<file path="src/rtl/ball_motion.sv">
// Ball motion stage: erase, step, strobe direction logic, redraw.
// Runs once every SPEED_DIV frame ticks via a draw request/ack handshake.
module ball_motion #(
  parameter int unsigned SPEED_DIV = 2,
  parameter logic [9:0]  X0        = 10'd156,
  parameter logic [9:0]  Y0        = 10'd200
) (
  input  logic       clk,
  input  logic       resetn,
  input  logic       frame_tick,
  input  logic       x_du,
  input  logic       y_du,
  input  logic [9:0] x_max,
  input  logic [9:0] y_max,
  input  logic [9:0] size,
  input  logic       lose_enable,
  input  logic       draw_ack,
  output logic [9:0] x,
  output logic [9:0] y,
  output logic       logic_go,
  output logic       draw_req,
  output logic       erase,
  output logic       ball_lost
);

  typedef enum logic [2:0] {
    S_IDLE,
    S_ERASE,
    S_MOVE,
    S_LOGIC,
    S_SETTLE,
    S_DRAW
  } state_e;

  localparam logic [3:0] DIV_LAST = 4'(SPEED_DIV - 1);

  state_e     state_q, state_d;
  logic [3:0] div_q, div_d;
  logic [9:0] x_q, x_d;
  logic [9:0] y_q, y_d;

  logic        tick_hit;
  logic [9:0]  x_lim, y_lim;
  logic [10:0] x_inc, y_inc;
  logic [9:0]  x_step, y_step;
  logic [9:0]  y_bot;
  logic        lose;

  assign tick_hit = frame_tick && (div_q == DIV_LAST);

  // Clamped one-pixel step; landing exactly on 0 / max-size keeps
  // the downstream edge equality compares reliable.
  assign x_lim  = x_max - size;
  assign y_lim  = y_max - size;
  assign x_inc  = {1'b0, x_q} + 11'd1;
  assign y_inc  = {1'b0, y_q} + 11'd1;
  assign x_step = x_du ? ((x_inc > {1'b0, x_lim}) ? x_lim : x_inc[9:0])
                       : ((x_q == 10'd0) ? 10'd0 : x_q - 10'd1);
  assign y_step = y_du ? ((y_inc > {1'b0, y_lim}) ? y_lim : y_inc[9:0])
                       : ((y_q == 10'd0) ? 10'd0 : y_q - 10'd1);
  assign y_bot  = y_q + size;
  assign lose   = lose_enable && y_du && (y_bot == y_max);

  // State, divider and position registers.
  always_ff @(posedge clk or negedge resetn) begin
    if (!resetn) begin
      state_q <= S_IDLE;
      div_q   <= 4'd0;
      x_q     <= X0;
      y_q     <= Y0;
    end else begin
      state_q <= state_d;
      div_q   <= div_d;
      x_q     <= x_d;
      y_q     <= y_d;
    end
  end

  // Next-state sequencing; acks and ticks outside their states are ignored.
  always_comb begin
    state_d = state_q;
    unique case (state_q)
      S_IDLE:   if (tick_hit) state_d = S_ERASE;
      S_ERASE:  if (draw_ack) state_d = S_MOVE;
      S_MOVE:   state_d = S_LOGIC;
      S_LOGIC:  state_d = S_SETTLE;
      S_SETTLE: state_d = S_DRAW;
      S_DRAW:   if (draw_ack) state_d = S_IDLE;
      default:  state_d = S_IDLE;
    endcase
  end

  // Divider counts only in idle; position changes only on the move exit.
  always_comb begin
    div_d = div_q;
    x_d   = x_q;
    y_d   = y_q;
    if (state_q == S_IDLE && frame_tick) begin
      div_d = tick_hit ? 4'd0 : div_q + 4'd1;
    end
    if (state_q == S_MOVE) begin
      if (lose) begin
        x_d = X0;
        y_d = Y0;
      end else begin
        x_d = x_step;
        y_d = y_step;
      end
    end
  end

  // Outputs decoded from the registered state.
  always_comb begin
    draw_req  = (state_q == S_ERASE) || (state_q == S_DRAW);
    erase     = (state_q == S_ERASE);
    logic_go  = (state_q == S_LOGIC);
    ball_lost = (state_q == S_MOVE) && lose;
  end

  assign x = x_q;
  assign y = y_q;

endmodule

</file>
<file path="config.mk">
export PLATFORM = sky130hd
export DESIGN_NAME = ball_motion
export DESIGN_NICKNAME = d
export VERILOG_FILES = /design/src/rtl/ball_motion.sv
export SDC_FILE = /design/constraint.sdc
export NUM_CORES = 1
export LEC_CHECK = 0
export CORE_UTILIZATION = 45
export CTS_BUF_LIST = sky130_fd_sc_hd__clkbuf_4
export CTS_CLUSTER_SIZE = 40
export DETAILED_ROUTE_END_ITERATION = 10
export PLACE_DENSITY = 0.69
export RECOVER_POWER = 50
export REMOVE_ABC_BUFFERS = 1
export SETUP_SLACK_MARGIN = 0.5
export SKIP_CTS_REPAIR_TIMING = 1
export SLEW_MARGIN = 15
export SYNTH_ARGS = -nofsm -noshare
export SYNTH_HDL_FRONTEND = slang
export SYNTH_SLANG_ARGS = --single-unit
</file>
<file path="constraint.sdc">
create_clock -name clk -period 5 [get_ports clk]
set_clock_uncertainty 0.15 [all_clocks]
set_input_delay 1 -clock clk [delete_from_list [all_inputs] [get_ports clk]]
set_output_delay 1 -clock clk [all_outputs]
set_load 0.1 [all_outputs]
</file>
**After elaboration in Yosys (flattened, before gate mapping)**

Index checks and enable logic that the tools add are counted.

- Output and inout port bits: 24
- Logic and storage cells: 47
- Register bits after elaboration: 27

- Equal/unequal tests: 10
- Muxes and demuxes: 13
- Magnitude comparators: 2
- Reductions and logical operators: 10
- $add $sub $neg: 8

Operators with widths:

| operator | number |
|---|---|
| 10-bit 2-to-1 mux | 8 |
| 10-bit by 1-bit adder with 11-bit output (second input constant) | 2 |
| 11-bit by 10-bit greater-than comparator with 1-bit output | 2 |
| 10-bit zero test | 2 |
| 10-bit by 1-bit subtractor with 10-bit output (second input constant) | 2 |
| 10-bit subtractor | 2 |
| 3-bit one-hot mux with 6 select lines | 1 |
| 10-bit adder | 1 |
| 10-bit equality test | 1 |
| 3-bit 2-to-1 mux | 3 |
| 3-bit by 2-bit equality test with 1-bit output (second input constant) | 2 |
| 3-bit equality test (second input constant) | 2 |
| 2-bit inequality test (second input constant) | 3 |
| 1-bit logical AND | 5 |
| 4-bit by 1-bit adder with 4-bit output (second input constant) | 1 |
| 4-bit by 1-bit equality test with 1-bit output (second input constant) | 1 |
| 4-bit 2-to-1 mux | 1 |
| 3-bit by 1-bit equality test with 1-bit output (second input constant) | 1 |
| 3-bit zero test | 1 |
| 3-bit AND reduction | 1 |
| 1-bit logical OR | 1 |

**Logic depth before layout (Yosys ltp)**

- Depth in word-level cells: 5
- Mapped depth: 21
- Gate-level depth less buffers: 19

**Worst setup path after synthesis**

No wires, ideal clock.

- Kind: register -> output
- From: reg y_q[0] (netlist: y[0])
- To: out ball_lost
- Path slack: -0.145 ns
- Required time: 3.850 ns
- Data arrival time: 3.995 ns
- Path buffers: 1
- Cell stages (with the launch flop): 11
- Cell sequence: dfrtp_1 > ha_1 > inv_1 > fa_1 > xor2_1 > nand4_1 > a2111oi_0 > nand4_1 > nor4_4 > buf_6 > and2_1

- Word-level cells in the longest chain between the ends: 4

RTL lines:

| what | line | RTL |
|---|---|---|
| start, declared | 40 | `logic [9:0] y_q, y_d;` |
| start signal, assigned | 75 | `y_q <= y_d;` |
| 10-bit adder | 61 | `assign y_bot = y_q + size;` |
| 10-bit equality test | 62 | `assign lose = lose_enable && y_du && (y_bot == y_max);` |
| 1-bit logical AND | 62 |  |
| 1-bit logical AND | 117 | `ball_lost = (state_q == S_MOVE) && lose;` |
| end, declared | 23 | `output logic ball_lost` |

Every way passes these cells.

**Worst setup path after layout**

- From: in size[5]
- To: out ball_lost

- Word-level cells in the longest chain between the ends: 4

RTL lines:

| what | line | RTL |
|---|---|---|
| start, declared | 15 | `input logic [9:0] size,` |
| 10-bit adder | 61 |  |
| 10-bit equality test | 62 |  |
| 1-bit logical AND | 62 |  |
| 1-bit logical AND | 117 |  |

Every way passes these cells.

==> qor.txt <==
Inst Count DP: 674
nets: 673
vias per inst: 5.87
cts bufs inserted: 3
worst path arrival time: 3280 ps
Post-Synth XOR/XNOR Area: 0.106
worst slew pin tran: 1480 ps
dpl ws: -96.3 ps
Synth top area share: 0.168
CP Class: in2out
adder-cell share of the synthesized area: 0.183
post-synthesis mux area share: 0.0181
total grt overflow: 0
die area: 9160 um2
Die X: 95.7 um
Routability Congestion: 0.921
gr usage total: 0.237
Pwr Total: 0.00305 W
Diodes inserted: 0
post-synthesis average cell area: 7.71 um2
Internal: 0.00127 W
H-tree depth: 1
placed cell areas: 4740 um2
share of layout cells above drive strength 1: 0.162
leading area contributor after synthesis: ha_1
final worst slack: 566 ps
first-pass GRT wire length: 17200 um
# port buffers: 60
CTS Sinks: 27
Crit. End Element: output port
final setup fails: 0
Pins Over Slew Limit: 0
Starting DRT DRC Count: 167
critical-path maximum fanout: 5
pin count of the biggest net entering global routing: 28
RSZ-0062 raised after global routing: true
sequential cell area: 684 um2
max-cap violations: 0
power share of the combinational group: 0.788
Non-Filler Instances: 684
Critical Path Start Type: input port
Sw Pwr: 0.00178 W
Hold Crit Class: reg2reg
crit path time final: 4430 ps
Core ar.: 8340 um2
switch share: 0.585
Max VDD drop: 0.462 mV
Fmax achieved: 0.226 GHz
relative slew slack: 0.0151
Longest Clk Path Bufs: 2
#FFs+latches synth: 27
Starting Density: 0.474
multi-input combinational cell area: 3350 um2
largest family of logic cells by synthesized area: simple AND/OR/NAND/NOR gates
DR pass1 iterations: 5
Reg clk slew, reported paths: 170 ps
Syn Inst Count: 512
fin crit share: 0.887
CTS tree: yes
Synth cell types: 65
vias in the first global route: 3617
Post-synth EDFFs: 0
Hold Fails Final Rpt: 0
post-synthesis compound-gate area fraction: 0.223
outcome: finished clean
row count: 33
main area contributors after synthesis: ha_1, dfrtp_1, xnor2_1, xor2_1, dfstp_2
DRC viols: 0
clock share of power: 0.033
Die Height: 95.7 um
initial antenna violation count: 0
dpl hpwl: 8560 um
Syn Std Cell Area: 3950 um2
Synth Warn #: 0
post-synthesis simple-gate area fraction: 0.235
share of power burned in registers: 0.178
clock root cell: clkbuf_4
Async SR Flop Fraction: 1.00
Leak: 2.27 nW
area delta synth->final: 30.4%
cell area after layout: 5150 um2
sequential area share after synthesis: 0.173
worst-skew pair later-pin latency: 350 ps
top_reg_cell synth: dfrtp_1
most common cell in the netlist: ha_1
setup TNS: 0 ps
most frequent cells after synthesis: ha_1, nor2_1, inv_1, nand2_1, o21ai_0
wirelength, routed: 11000 um
PD cells: 592 nW/um2
final-layout fill cell count: 737
Antenna Nets Post-Route: 0
worst path required time: 3850 ps
drt wl/cell: 16.2 um
I/O pins: 61
routed vias: 4015
-- path summary, 6_finish.rpt --
path	startpoint	end	slack, ps	depth (start not counted)
worst max-delay path	size[5]	ball_lost	570	10
worst min-delay path	div_q[3]	div_q[3]	360	1
worst max register to register	y[0]	y[2]	1610	12
worst min register to register	div_q[3]	div_q[3]	360	1
max in group asynchronous	resetn	state_q[2]	2470	2
min in group asynchronous	resetn	div_q[3]	1360	2
-- critical path, cell delays in order --
cell and delay, ps:
clkdlybuf4s50_1 440, ha_1 370, o21ai_1 90, nand3_1 90, o21ai_0 120, a2111oi_2 340, nand4_1 200, nor4_4 240
and2_4 210, buf_12 170
-- cell usage in the layout (no fill, tap or decap), types with 6 or more instances in the layout --
cell type / instances
a211oi_1: 6
inv_2: 6
dfrtp_1: 20
nor3_1: 14
nand2_1: 41
dlymetal6s2s_1: 9
a21o_1: 7
ha_1: 41
nor2_1: 44
xnor2_1: 22
inv_1: 35
buf_4: 19
clkdlybuf4s50_1: 41
nor2b_1: 6
o31ai_1: 7
dfstp_2: 7
dlygate4sd3_1: 8
o21ai_1: 9
nand2b_1: 8
nand3_1: 21
and3_1: 9
ha_4: 9
a21oi_1: 18
a31oi_1: 6
xor2_1: 20
o21ai_0: 24
nand4_1: 8
-- power by group through the flow --
stage | logic (W) | clock network, W | registers [W]
2_1_floorplan | 0.00120 | 0 | 0.000984
3_3_place_gp | 0.00221 | 0 | 0.000532
3_5_place_dp | 0.00224 | 0 | 0.000535
4_1_cts | 0.00225 | 0.000107 | 0.000532
5_1_grt | 0.00260 | 0.000118 | 0.000565
6_report | 0.00240 | 0.000102 | 0.000544
-- sequential cells by signal, summed over array words and instances, names as in the netlist --
signal   flops
x           10
div_q        4
state_q      3
y           10
-- final cells by class --
type	instances	area share
Clock buffer	3	0.00437
Clock inverter	1	0.00146
Inverter	41	0.0299
Multi-Input combinational cell	425	0.651
Sequential cell	27	0.133
Tap cell	105	0.0255
Timing Repair Buffer	82	0.155
-- cells by family (layout without fill, tap and decap cells) --
logic type               count (synthesis)  count (layout)
AND/OR/NAND/NOR                        184             184
flip-flops                              27              27
XOR/XNOR                                48              48
adder cells (fa/ha/maj)                 56              56
AO/OA/AOI/OAI                          130             130
multiplexers                             7               7
buffers and inverters                   60             127
-- metal layers --
layer / up-vias / routed length, um / global-route usage
li1: 1974 / - / -
met1: 1898 / 4870 / 0.318
met2: 125 / 5500 / 0.405
met3: 18 / 505 / 0.0348
met4: 0 / 181 / 0.0460
met5: - / 0 / 0
-- stage by stage --
stage           util  hold slack (ps)
2_1_floorplan      -              293
3_3_place_gp   0.569              315
3_5_place_dp   0.569              335
4_1_cts        0.572              359
5_1_grt        0.618              383
6_report       0.618              359
Note: power is estimated with default switching activity, not from simulation.
==> variant (same flow settings) <==
Reset style: synchronous (`resetn`), changed in one clocked block.
--- a/src/rtl/ball_motion.sv
+++ b/src/rtl/ball_motion.sv
@@ -63,5 +63,5 @@
 
   // State, divider and position registers.
-  always_ff @(posedge clk or negedge resetn) begin
+  always_ff @(posedge clk) begin
     if (!resetn) begin
       state_q <= S_IDLE;
Function: differs if resetn is asserted again (counterexample within 4 cycles, from zero or initial values and one cycle with resetn low); with resetn held inactive, the same outputs for 10 cycles.
==> variant against the original RTL <==
  * Sequential cell count unchanged
  * Setup slack improved by 13 ps
  * Synthesized area decreased by 3.0%
  * Register-to-register slack got worse by 120 ps
  * Count of clock-buffer cells in the layout unchanged
  * Routed wire length increased by 1.3%
  * Global-route usage increased by 0.69 points
  * Cell area decreased by 3.8%
  * Hold slack improved by 7.9 ps
  * Critical path type is now in -> reg
  * Largest cell class unchanged
Power is left out: it rests on default switching activity, and per cell area and clock period it moved more than threefold.
==> variant: results (changes against the original RTL) <==
Setup crit start - y_max[0]
Pin count of the biggest net entering global routing - 20 (-29%)
Reg clk slew, reported paths - 160 ps
Hold-critical path depth - 2 (+1)
DPL Wire Length - 8660 um (+1.2%)
Placed cells - 668 (-0.89%)
Drt pass-1 iters - 5 (unchanged)
Register-to-register setup slack - 1490 ps (-120 ps)
Initial antenna violation count - 0 (unchanged)
Synth async-reset ratio - 0% (-100 points)
Drt initial violations - 237 (+42%)
Max incr delay on CP - 430 ps
CTS buffer count - 3 (unchanged)
HP Class - reg -> reg
Post-Layout Cell Count - 682 (-0.29%)
Synth Area in Compound Gates - 23.7% (+1.4 points)
Cells after Synth - 509 (-0.59%)
Number of global-route vias before repair - 3,505 (-3.1%)
Outcome - finished clean
Critical path peak fanout - 6 (+1)
Worst Setup EP - y[3]$_SDFFE_PN1P_
Via count - 3,972 (-1.1%)
Reg-to-reg endpoint - x[8]$_SDFFE_PN0P_
Clock Tree Root - clkbuf_4
Seq/Total Area, Yosys - 14.1% (-3.2 points)
ANT cells - 0 (unchanged)
Main area contributors after synthesis - ha_1 (17%), dfxtp_1 (14%), xnor2_1 (7.5%)
Ys Warns - 0 (unchanged)
Count of cell types in the netlist - 61 (-6.2%)
R2r worst-path depth - 13 (+1)
Post-synth top cells - ha_1 (53), a21oi_1 (39), nand2_1 (38)
Min Hold Slack - 367 ps (+7.87 ps)
Slew @ Worst Pin - 979 ps (-498 ps)
Share of layout cells above drive strength 1 - 13.9% (-2.4 points)
FF-to-FF Start - x[4]$_SDFFE_PN1P_
Synth Area in XOR/XNOR - 11.2% (+0.56 points)
Top delay family on crit path - compound AO/OA/AOI/OAI gates
First-pass GRT wire length - 17,200 um (about the same)
HP Start - div_q[3]$_SDFFE_PN0P_
Overall fraction of global-route tracks in use - 24.4% (+0.69 points)
Synth Area in Adders - 18.9% (+0.57 points)
Multiplexer share of the synthesized area - 1.99% (+0.19 points)
Crit path DAT - 4520 ps (+1240 ps)
Skew-Pair Late Insertion Delay - 330 ps (-20 ps)
IO Port Bufs - 60 (unchanged)
Ys flop type - dfxtp_1
WL final - 11,200 um (+1.3%)
CP max stage cell - clkdlybuf4s50_1
Placer's final routability congestion estimate - 0.940 (+2.1%)
H-tree levels - 1 (unchanged)
CTS max path bufs - 2 (unchanged)
-- variant: cell types whose count changed after synthesis, sizes merged, moves of 6 or more --
cell / delta
a21oi: +15
a211oi: -6
dfstp: -7
inv: -7
dfxtp: +27
nand2b: -6
dfrtp: -20
nor3: +8
xor2: -6
nand3: +8
nor2: -13
xnor2: +7
-- variant: how the worst min path moves through the flow --
| stage | to |
|---|---|
| finish | div_q[3]$_SDFFE_PN0P_ |
| global route | div_q[3]$_SDFFE_PN0P_ |
| CTS | div_q[3]$_SDFFE_PN0P_ |
| detailed placement | div_q[3]$_SDFFE_PN0P_ |
| global placement | div_q[3]$_SDFFE_PN0P_ |
| floorplan | div_q[3]$_SDFFE_PN0P_ |
-- variant: cell type report --
| type | count | area [sq um] |
|---|---|---|
| multi-input combinational | 431 | 3320 |
| fill | 790 | 3260 |
| inverter | 34 | 128 |
| clock buffer | 3 | 22.5 |
| tap | 105 | 131 |
| sequential | 27 | 542 |
| timing repair buffer | 81 | 803 |
| clock inverter | 1 | 5.00 |
-- variant: per-layer routing --
layer | share of wire, % | track usage, % | routed length, um
met1 | 46 | 34.0 | 5150
met2 | 48 | 40.8 | 5330
met3 | 5.0 | 1.29 | 556
met4 | 1.4 | 5.51 | 159
met5 | 0 | 0 | 0
-- variant: cell families after synthesis --
group                    count (synthesis)
buffers and inverters                   51
flip-flops                              27
adder cells (fa/ha/maj)                 56
XOR/XNOR                                49
multiplexers                             7
AND/OR/NAND/NOR                        181
AO/OA/AOI/OAI                          138
-- variant: per-stage QoR --
step | utilization (%) | area [sq um] | worst slack (ps)
floorplan | - | 3760 | -455
global placement | 55.8 | 4590 | -225
detailed placement | 55.8 | 4590 | -188
CTS | 56.1 | 4610 | -193
global route | 60.3 | 4950 | 426
finish | 60.3 | 4950 | 579
-- variant: worst min-delay path: stages, from the launching register on --
cell and delay, ps:
dfxtp_1 360, o21ai_0 70, a21boi_0 70
